`config.mk`:
```
export PLATFORM = sky130hd
export DESIGN_NAME = seq_left_shifter
export DESIGN_NICKNAME = d
export VERILOG_FILES = /design/src/rtl/seq_left_shifter.sv
export SDC_FILE = /design/constraint.sdc
export NUM_CORES = 1
export LEC_CHECK = 0
export ABC_AREA = 1
export BUFFER_PORTS_ARGS = -buffer_cell sky130_fd_sc_hd__buf_2
export CORE_UTILIZATION = 30
export CTS_BUF_LIST = sky130_fd_sc_hd__clkbuf_8
export DETAILED_ROUTE_END_ITERATION = 7
export HOLD_SLACK_MARGIN = 0.08
export SLEW_MARGIN = 20
export SYNTH_ARGS = -nofsm -noshare
export SYNTH_HDL_FRONTEND = slang
export SYNTH_SLANG_ARGS = --single-unit
export TNS_END_PERCENT = 10
```
`constraint.sdc`:
```
create_clock -name clk -period 4 [get_ports clk]
set_clock_uncertainty 0.05 [all_clocks]
set_input_delay 0.8 -clock clk [delete_from_list [all_inputs] [get_ports clk]]
set_output_delay 0.8 -clock clk [all_outputs]
set_load 0.01 [all_outputs]
```
`src/rtl/seq_left_shifter.sv`:
```
// seq_left_shifter: multi-cycle logical left shifter, STEP bits per clock.
// Optional rotate mode when SEQ_SHIFTER_ROTATE_EN is defined.
module seq_left_shifter #(
  parameter int WIDTH   = 32,
  parameter int SHAMT_W = 5,
  parameter int STEP    = 1
) (
  input  logic               clk,
  input  logic               rst_n,
  input  logic               start,
`ifdef SEQ_SHIFTER_ROTATE_EN
  input  logic               rotate,
`endif
  input  logic [WIDTH-1:0]   a,
  input  logic [SHAMT_W-1:0] shamt,
  output logic               busy,
  output logic               done,
  output logic [WIDTH-1:0]   result
);

  typedef enum logic [1:0] {
    IDLE,
    SHIFT,
    DONE
  } state_t;

  localparam logic [SHAMT_W-1:0] STEP_C =
    SHAMT_W'(STEP);

  state_t             state;
  logic [SHAMT_W-1:0] cnt;
  logic [SHAMT_W-1:0] k;
  logic [SHAMT_W-1:0] cnt_nx;
  logic [WIDTH-1:0]   shl;
  logic               accept;

`ifdef SEQ_SHIFTER_ROTATE_EN
  logic               rot_q;
  logic [SHAMT_W:0]   rk;
  logic [WIDTH-1:0]   shr;
`endif

  // One step: shift by min(STEP, cnt), wrapping bits in rotate mode.
  always_comb begin
    accept = start & (state != SHIFT);
    k      = (cnt > STEP_C) ? STEP_C : cnt;
    cnt_nx = cnt - k;
    shl    = result << k;
`ifdef SEQ_SHIFTER_ROTATE_EN
    rk     = (SHAMT_W+1)'(WIDTH) - {1'b0, k};
    shr    = result >> rk;
    if (rot_q) shl = shl | shr;
`endif
  end

  // Control FSM with registered busy/done and the shift register.
  always_ff @(posedge clk or negedge rst_n) begin
    if (!rst_n) begin
      state  <= IDLE;
      busy   <= 1'b0;
      done   <= 1'b0;
      result <= '0;
      cnt    <= '0;
`ifdef SEQ_SHIFTER_ROTATE_EN
      rot_q  <= 1'b0;
`endif
    end else if (accept) begin
      result <= a;
      cnt    <= shamt;
`ifdef SEQ_SHIFTER_ROTATE_EN
      rot_q  <= rotate;
`endif
      if (shamt != '0) begin
        state <= SHIFT;
        busy  <= 1'b1;
        done  <= 1'b0;
      end else begin
        state <= DONE;
        busy  <= 1'b0;
        done  <= 1'b1;
      end
    end else begin
      unique case (state)
        SHIFT: begin
          result <= shl;
          cnt    <= cnt_nx;
          if (cnt_nx == '0) begin
            state <= DONE;
            busy  <= 1'b0;
            done  <= 1'b1;
          end
        end
        DONE: begin
          state <= IDLE;
          done  <= 1'b0;
        end
        default: begin
          state <= IDLE;
          busy  <= 1'b0;
          done  <= 1'b0;
        end
      endcase
    end
  end

endmodule

```
==> results.md, run 1 <==
| Parameter | Value | Unit |
| --- | --- | --- |
| Outcome | finished clean | - |
| Via count | 1873 | - |
| Clock sink count | 40 | - |
| Global routing usage summed across all routing layers | 15.5 | % |
| Startpoint of the most critical register-to-register path | done$_DFFE_PN0P_ | - |
| Type of destination of the critical path | flop | - |
| Core area | 0.00683 | mm² |
| Number of search-and-repair iterations in the first detailed-routing pass | 4 | - |
| Number of DRC markers in iteration 0 | 121 | - |
| Number of global-route vias before repair | 1853 | - |
| Fin crit period | 2.38 | ns |
| Floorplan die area | 0.00743 | mm² |
| Leftover overflow at the end of global routing | 0 | - |
| Port Buffers | 73 | - |
| Initial Util | 31.1 | % |
| Cell breakdown of the critical path | nor2_4, buf_4, nor2_1, inv_1, o21ai_0, o21ai_1, inv_1 | - |
| Total of flip-flops plus latches after synthesis | 40 | - |
| Average cell area after synthesis | 8.54 | µm² |
| Met2 layer usage reported by global route | 24.6 | % |
| Reg-to-reg setup timing slack | 1.62 | ns |
| Crit path largest cell delay | 0.75 | ns |
| Routed length per instance | 12.9 | µm |
| Number of antenna violations at the first check in global routing | 0 | - |
| Number of filler cells placed in the layout | 739 | - |
| Design Area, Final | 0.00265 | mm² |
| Source-to-sink clock delay at the later pin of the worst-skew pair | 0.29 | ns |
| Worst-path maximum fanout | 40 | - |
| TritonCTS buffer count | 5 | - |
| Pwr per Cell Area | 917 | mW/mm² |
| Count of pins over their slew limit | 0 | - |
| Final clock period utilization by the worst path | 59.5 | % |
| Nature of the critical path startpoint | flop | - |
| CTS tree | yes | - |
| Vert. Die Dim | 86.2 | µm |
| Arr. time, crit path | 2.51 | ns |
| DR vias/cell | 4.51 | - |
| Cell repeated most along the worst path | sky130_fd_sc_hd__inv_1 | - |
| Met3 Usage GRT | 3.81 | % |
| Most used routing layer | met2 | - |
| Worst Path Required | 4.13 | ns |
| Total Negative Setup Slacks | 0 | ns |
| Capture endpoint of the worst hold path | busy$_DFFE_PN0P_ | - |
| Critical register-to-register path endpoint | result[19]$_DFFE_PN0P_ | - |
| Grt met1 use | 20.9 | % |
| Detailed placement HPWL | 3740 | µm |
| Worst Tran Pin Value | 0.997 | ns |
| Post-synth top area cell | sky130_fd_sc_hd__dfrtp_1 | - |
| FFs w/ async S/R, synth | 100 | % |
| Critical path class | flop to flop | - |
| Number of setup violations in the final report | 0 | - |
| Maximum buffer depth of the clock tree | 2 | - |
| Most used standard cells in the synthesized netlist | sky130_fd_sc_hd__nand2_1, sky130_fd_sc_hd__inv_1, sky130_fd_sc_hd__dfrtp_1 | - |
| Family with the most delay on the worst path | buffers and inverters | - |
| Hold_sp | busy$_DFFE_PN0P_ | - |
| Placed Area | 0.00253 | mm² |
| Post-route DRC violation count | 0 | - |
| Gates resized, CTS repair | 0 | - |
| YS warnings | 0 | - |
| Number of placed I/O pins | 74 | - |
| Synthesized instance count | 249 | - |
| Worst slew slack as a fraction of its limit | 33.5 | % |
| Static power due to leakage | 1.42 | nW |
| Maxcap violations | 0 | - |
| Worst R2R Path Depth | 7 | - |
| CTS H-tree lvls | 2 | - |
| Net count after synthesis | 290 | - |
| Wire length of the first global-routing pass | 8940 | µm |
| X dimension of the die | 86.2 | µm |
| Cell Area, Synth | 0.00213 | mm² |
| Routed Wire Length | 5360 | µm |
| Setup repair bufs after CTS | 0 | - |
| Hold-fix buffer count after cts | 0 | - |
| Number of buffers and inverters on the critical path | 3 | - |
| Worst Hold Class | flop to flop | - |
| Yosys top cell area share | 47.1 | % |
| IR Drop Worst-Case VDD | 0.000223 | V |
| # nets final | 359 | - |
| Antenna Diode Count | 0 | - |
| Endpoints failing hold | 0 | - |
| Setup repair after global routing missed its margin | false | - |
| Cell types with the largest area share after synthesis | sky130_fd_sc_hd__dfrtp_1, sky130_fd_sc_hd__nand2_1, sky130_fd_sc_hd__o22ai_1 | - |
| Most numerous cell in the Yosys netlist | sky130_fd_sc_hd__nand2_1 | - |
| Number of stages on the worst hold path | 2 | - |
| Clk pin slew, worst setup/hold paths | 0.08 | ns |
| Area growth from synthesis to layout | 24.7 | % |
| Largest net degree at the start of global routing | 41 | - |
| Row cnt | 30 | - |
| Cell with the largest stage delay on the worst path | sky130_fd_sc_hd__inv_1 | - |
| Final ANT Viol Nets | 0 | - |
| Final RePlAce weighted congestion | 0.802 | - |
| Sequential area share after synthesis | 47.1 | % |
| Maximum achievable frequency | 420 | MHz |
| Fraction of layout cells with a size suffix above 1 | 32.9 | % |
| Ys flop type | sky130_fd_sc_hd__dfrtp_1 | - |
| Distinct cell type count of the synthesized netlist | 29 | - |
| Cell at the root of the clock tree | sky130_fd_sc_hd__clkbuf_8 | - |
| Number of enable flip-flop cells after synthesis | 0 | - |
## sequential cells by signal (all words and copies together), names as in the netlist
| register | cells |
|---|---|
| result | 32 |
| cnt | 5 |
| busy | 1 |
| done | 1 |
| state | 1 |
## worst reg2reg max path, cell delays in order (launching register included)
cell                      delay, ns
sky130_fd_sc_hd__dfrtp_1       0.43
sky130_fd_sc_hd__nor2_4        0.11
sky130_fd_sc_hd__buf_4         0.38
sky130_fd_sc_hd__nor2_1        0.13
sky130_fd_sc_hd__inv_1         0.75
sky130_fd_sc_hd__o21ai_0       0.24
sky130_fd_sc_hd__o21ai_1       0.13
sky130_fd_sc_hd__inv_1         0.05
## per-stage QoR
| stage | power (mW) | worst slack (ns) | hold WS [ns] | instances | utilization [%] |
|---|---|---|---|---|---|
| CTS | 2.47 | 1.62 | 0.431 | 415 | 38.8 |
| floorplan | 1.77 | 2.38 | 0.454 | 249 | - |
| global placement | 2.06 | 1.65 | 0.409 | 407 | 37.0 |
| detailed placement | 2.10 | 1.63 | 0.411 | 407 | 37.0 |
| finish | 2.43 | 1.62 | 0.433 | 415 | 38.8 |
| global route | 2.68 | 1.31 | 0.491 | 415 | 38.8 |
## cell type report
type,count,area [µm²],share of cell area (%)
Inverter,46,178,6.70
Clock buffer,7,96.3,3.63
Clock inverter,1,30.0,1.13
Timing Repair Buffer,74,373,14.1
Tap cell,96,120,4.53
Multi-Input combinational cell,151,855,32.2
Sequential cell,40,1000,37.7
## logic make-up after synthesis
kind of cell,Yosys count,share of synthesized area [%]
AND/OR/NAND/NOR,81,19.7
AO/OA/AOI/OAI,69,19.9
flip-flops,40,47.1
buffers and inverters,58,12.8
adder cells (fa/ha/maj),1,0.588
## how the worst max path moves through the flow
stage                                  start                endpoint  slack [ns]  cells past startpoint
after floorplan           cnt[1]$_DFFE_PN0P_        busy$_DFFE_PN0P_        2.38                     13
final                       done$_DFFE_PN0P_  result[19]$_DFFE_PN0P_        1.62                      7
after global placement                 start  result[22]$_DFFE_PN0P_        1.65                      6
after global routing        done$_DFFE_PN0P_  result[19]$_DFFE_PN0P_        1.31                      7
after CTS                   done$_DFFE_PN0P_  result[19]$_DFFE_PN0P_        1.62                      7
after detailed placement    done$_DFFE_PN0P_  result[19]$_DFFE_PN0P_        1.63                      7
## power by group
| part | internal [mW] | switching [mW] |
|---|---|---|
| Combinational | 0.484 | 0.781 |
| Clock | 0.220 | 0.143 |
| Sequential | 0.621 | 0.184 |
## layout by cell type, fill, tap and decap left out
| cell type | instances |
|---|---|
| sky130_fd_sc_hd__inv_2 | 4 |
| sky130_fd_sc_hd__nor2_8 | 1 |
| sky130_fd_sc_hd__clkbuf_8 | 7 |
| sky130_fd_sc_hd__or2_2 | 2 |
| sky130_fd_sc_hd__nand2_1 | 50 |
| sky130_fd_sc_hd__inv_1 | 41 |
| sky130_fd_sc_hd__nand2_8 | 2 |
| sky130_fd_sc_hd__a21oi_1 | 2 |
| sky130_fd_sc_hd__o22ai_1 | 25 |
| sky130_fd_sc_hd__o221ai_1 | 3 |
| sky130_fd_sc_hd__o21ai_1 | 23 |
| sky130_fd_sc_hd__nor2_4 | 2 |
| sky130_fd_sc_hd__ha_1 | 1 |
| sky130_fd_sc_hd__nor2_1 | 6 |
| sky130_fd_sc_hd__o211ai_1 | 2 |
| sky130_fd_sc_hd__nor4_1 | 1 |
| sky130_fd_sc_hd__nand2_4 | 3 |
| sky130_fd_sc_hd__o21ai_2 | 6 |
| sky130_fd_sc_hd__buf_4 | 1 |
| sky130_fd_sc_hd__o211ai_2 | 1 |
| sky130_fd_sc_hd__inv_6 | 1 |
| sky130_fd_sc_hd__o21ai_0 | 7 |
| sky130_fd_sc_hd__nor2_2 | 1 |
| sky130_fd_sc_hd__bufinv_16 | 1 |
| sky130_fd_sc_hd__dfrtp_1 | 40 |
| sky130_fd_sc_hd__nand3_1 | 7 |
| sky130_fd_sc_hd__nand4_1 | 2 |
| sky130_fd_sc_hd__nor3_1 | 4 |
| sky130_fd_sc_hd__buf_2 | 73 |
## routing by layer
metal | routed length, µm | vias to the layer above
met3 | 300 | 2
met5 | 0 | -
met2 | 2450 | 49
met1 | 2570 | 862
met4 | 37 | 0
li1 | - | 960
(Power assumes the default switching activity.)
==> run 2, diff against run 1 <==
Clock period 4 ns to 2 ns, I/O delays scaled along.
==> run 2 against run 1 <==
  * Maximum frequency rose by 36%
  * Combinational power rose by 110%
  * Wire length fell by 0.22%
  * Core utilization rose by 0.64 points
  * Final area grew 1.7%
  * Hold slack got worse by 0.16 ns
  * Cell count rose by 2.2%
  * Sequential power grew 99%
  * Via count is 3.2% higher
  * Largest power group unchanged
==> results.md, run 2 (same netlist as run 1, synthesis figures left out) <==
| Parameter | Value | Unit | vs previous |
| --- | --- | --- | --- |
| Outcome | finished clean | - |  |
| Row cnt | 30 | - | unchanged |
| Worst R2R Path Depth | 13 | - | +6 |
| Routed length per instance | 12.6 | µm | -2.3% |
| Most common cell after layout, fill and taps aside | sky130_fd_sc_hd__buf_2 | - |  |
| Number of DRC markers in iteration 0 | 106 | - | -12% |
| # nets final | 369 | - | +2.8% |
| Type of destination of the critical path | flop | - |  |
| Clock sink count | 40 | - | unchanged |
| Arr. time, crit path | 1.89 | ns | -0.62 ns |
| Worst Path Required | 2.14 | ns | -1.99 ns |
| Largest net degree at the start of global routing | 41 | - | unchanged |
| Maximum buffer depth of the clock tree | 2 | - | unchanged |
| Number of antenna violations at the first check in global routing | 0 | - | unchanged |
| CTS tree | yes | - |  |
| Worst Tran Pin Value | 0.413 | ns | -0.584 ns |
| Worst slew slack as a fraction of its limit | 72.4 | % | +39 points |
| Final ANT Viol Nets | 0 | - | unchanged |
| Critical path class | flop to flop | - |  |
| Source-to-sink clock delay at the later pin of the worst-skew pair | 0.28 | ns | about the same |
| Number of search-and-repair iterations in the first detailed-routing pass | 4 | - | unchanged |
| Port Buffers | 73 | - | unchanged |
| Worst-path maximum fanout | 4 | - | -90% |
| Number of stages on the worst hold path | 3 | - | +1 |
| Highest-count cells in the layout ignoring fill and taps | sky130_fd_sc_hd__buf_2, sky130_fd_sc_hd__nand2_1, sky130_fd_sc_hd__inv_1 | - |  |
| Reg with most FFs | result | - |  |
| Setup repair after global routing missed its margin | false | - |  |
| Global routing usage summed across all routing layers | 15.5 | % | about the same |
| Maxcap violations | 0 | - | unchanged |
| Max FFs per register | 32 | - | unchanged |
| Pwr per Cell Area | 1770 | mW/mm² | +93% |
| DR vias/cell | 4.56 | - | +0.96% |
| Antenna Diode Count | 0 | - | unchanged |
| Endpoints failing hold | 0 | - | unchanged |
| Clk pin slew, worst setup/hold paths | 0.08 | ns | about the same |
| Final clock period utilization by the worst path | 87.5 | % | +28 points |
| Wire length of the first global-routing pass | 8870 | µm | -0.85% |
| Post-route DRC violation count | 0 | - | unchanged |
| Floorplan die area | 0.00743 | mm² | unchanged |
| Grt met1 use | 20.2 | % | -0.71 points |
| X dimension of the die | 86.2 | µm | unchanged |
| Most used routing layer | met2 | - |  |
| Initial Util | 31.1 | % | unchanged |
| Cell at the root of the clock tree | sky130_fd_sc_hd__clkbuf_8 | - |  |
| Met3 Usage GRT | 3.90 | % | +0.095 points |
| Nature of the critical path startpoint | flop | - |  |
| Final RePlAce weighted congestion | 0.839 | - | +4.7% |
| Worst Hold Class | input port to flop | - |  |
| Hold slack | 0.277 | ns | -0.156 ns |
| Number of setup violations in the final report | 0 | - | unchanged |
| Number of global-route vias before repair | 1823 | - | -1.6% |
| Detailed placement HPWL | 3620 | µm | -3.3% |
| Number of filler cells placed in the layout | 710 | - | -3.9% |
| Maximum achievable frequency | 571 | MHz | +36% |
| CTS H-tree lvls | 2 | - | unchanged |
| Largest registers in the final layout | result x32, cnt x5 | - |  |
| Via count | 1932 | - | +3.2% |
| Number of placed I/O pins | 74 | - | unchanged |
| Vert. Die Dim | 86.2 | µm | unchanged |
| TritonCTS buffer count | 5 | - | unchanged |
| Core area | 0.00683 | mm² | unchanged |
| Count of pins over their slew limit | 0 | - | unchanged |
| Area growth from synthesis to layout | 26.8 | % |  |
| Static power due to leakage | 1.45 | nW | +2.3% |
| Total Negative Setup Slacks | 0 | ns | unchanged |
| Routed Wire Length | 5350 | µm | -0.22% |
| Fin crit period | 1.75 | ns | -0.631 ns |
| Met2 layer usage reported by global route | 24.7 | % | +0.14 points |
| IR Drop Worst-Case VDD | 0.000493 | V | +120% |
| Fraction of layout cells with a size suffix above 1 | 34.5 | % | +1.5 points |
| Leftover overflow at the end of global routing | 0 | - | unchanged |
-- run 2: metrics by stage --
step / setup WS (ns) / util (%) / cell area [µm²] / cells / total power [mW]
2_1_floorplan: 0.379 / - / 2130 / 249 / 3.53
3_3_place_gp: 0.287 / 37.6 / 2570 / 411 / 4.19
3_5_place_dp: 0.215 / 37.6 / 2570 / 411 / 4.24
4_1_cts: 0.205 / 38.9 / 2660 / 419 / 4.76
5_1_grt: 0.0394 / 39.5 / 2700 / 424 / 5.27
6_report: 0.250 / 39.5 / 2700 / 424 / 4.78
-- run 2: final cells by class --
cell class	instances	area (µm²)	area share (%)
Clock inverter	2	8.76	0.325
Tap cell	96	120	4.45
Inverter	46	178	6.59
Sequential cell	40	1000	37.1
Timing Repair Buffer	84	463	17.2
Multi-Input combinational cell	151	857	31.8
Clock buffer	5	68.8	2.55
-- run 2: worst max-delay path, cell delays in order, from the launching register on --
cell and delay [ns]:
sky130_fd_sc_hd__dfrtp_1 0.42, sky130_fd_sc_hd__nor2_4 0.18, sky130_fd_sc_hd__nand2_4 0.09, sky130_fd_sc_hd__nand2_2 0.08, sky130_fd_sc_hd__ha_1 0.16, sky130_fd_sc_hd__inv_1 0.06, sky130_fd_sc_hd__nand2_1 0.06, sky130_fd_sc_hd__nand2_1 0.07
sky130_fd_sc_hd__nor2_1 0.13, sky130_fd_sc_hd__nand3_1 0.10, sky130_fd_sc_hd__nand2_1 0.09, sky130_fd_sc_hd__nand2_1 0.05, sky130_fd_sc_hd__nand2_1 0.05, sky130_fd_sc_hd__nand2_1 0.04
-- run 2: routing by layer --
layer,vias up,part of all wire (%),routed length (µm)
li1,985,-,-
met1,891,47,2530
met2,51,47,2490
met3,5,4.9,264
met4,0,1.1,59
met5,-,0,0
-- run 2: what timing repair did --
item / CTS / global route
hold buffers: 1 / 0
resized for setup: 0 / 1
setup endpoints to repair: 0 / 1
endpoints found under the hold margin: 40 / 0
setup buffers: 0 / 5
-- run 2: report_power, final --
| part | total [mW] | internal (mW) | switching (mW) |
|---|---|---|---|
| logic | 2.69 | 1.07 | 1.61 |
| registers | 1.60 | 1.24 | 0.357 |
| clock network | 0.498 | 0.232 | 0.266 |
| total | 4.78 | 2.55 | 2.24 |
-- run 2: worst paths after layout --
path,start,end,slack (ns)
min in group asynchronous,rst_n,busy$_DFFE_PN0P_,0.56
hold reg to reg,busy$_DFFE_PN0P_,busy$_DFFE_PN0P_,0.42
setup / recovery,cnt[2]$_DFFE_PN0P_,busy$_DFFE_PN0P_,0.25
max in group asynchronous,rst_n,result[28]$_DFFE_PN0P_,1.13
setup reg to reg,cnt[2]$_DFFE_PN0P_,busy$_DFFE_PN0P_,0.25
hold / removal,a[30],result[30]$_DFFE_PN0P_,0.28
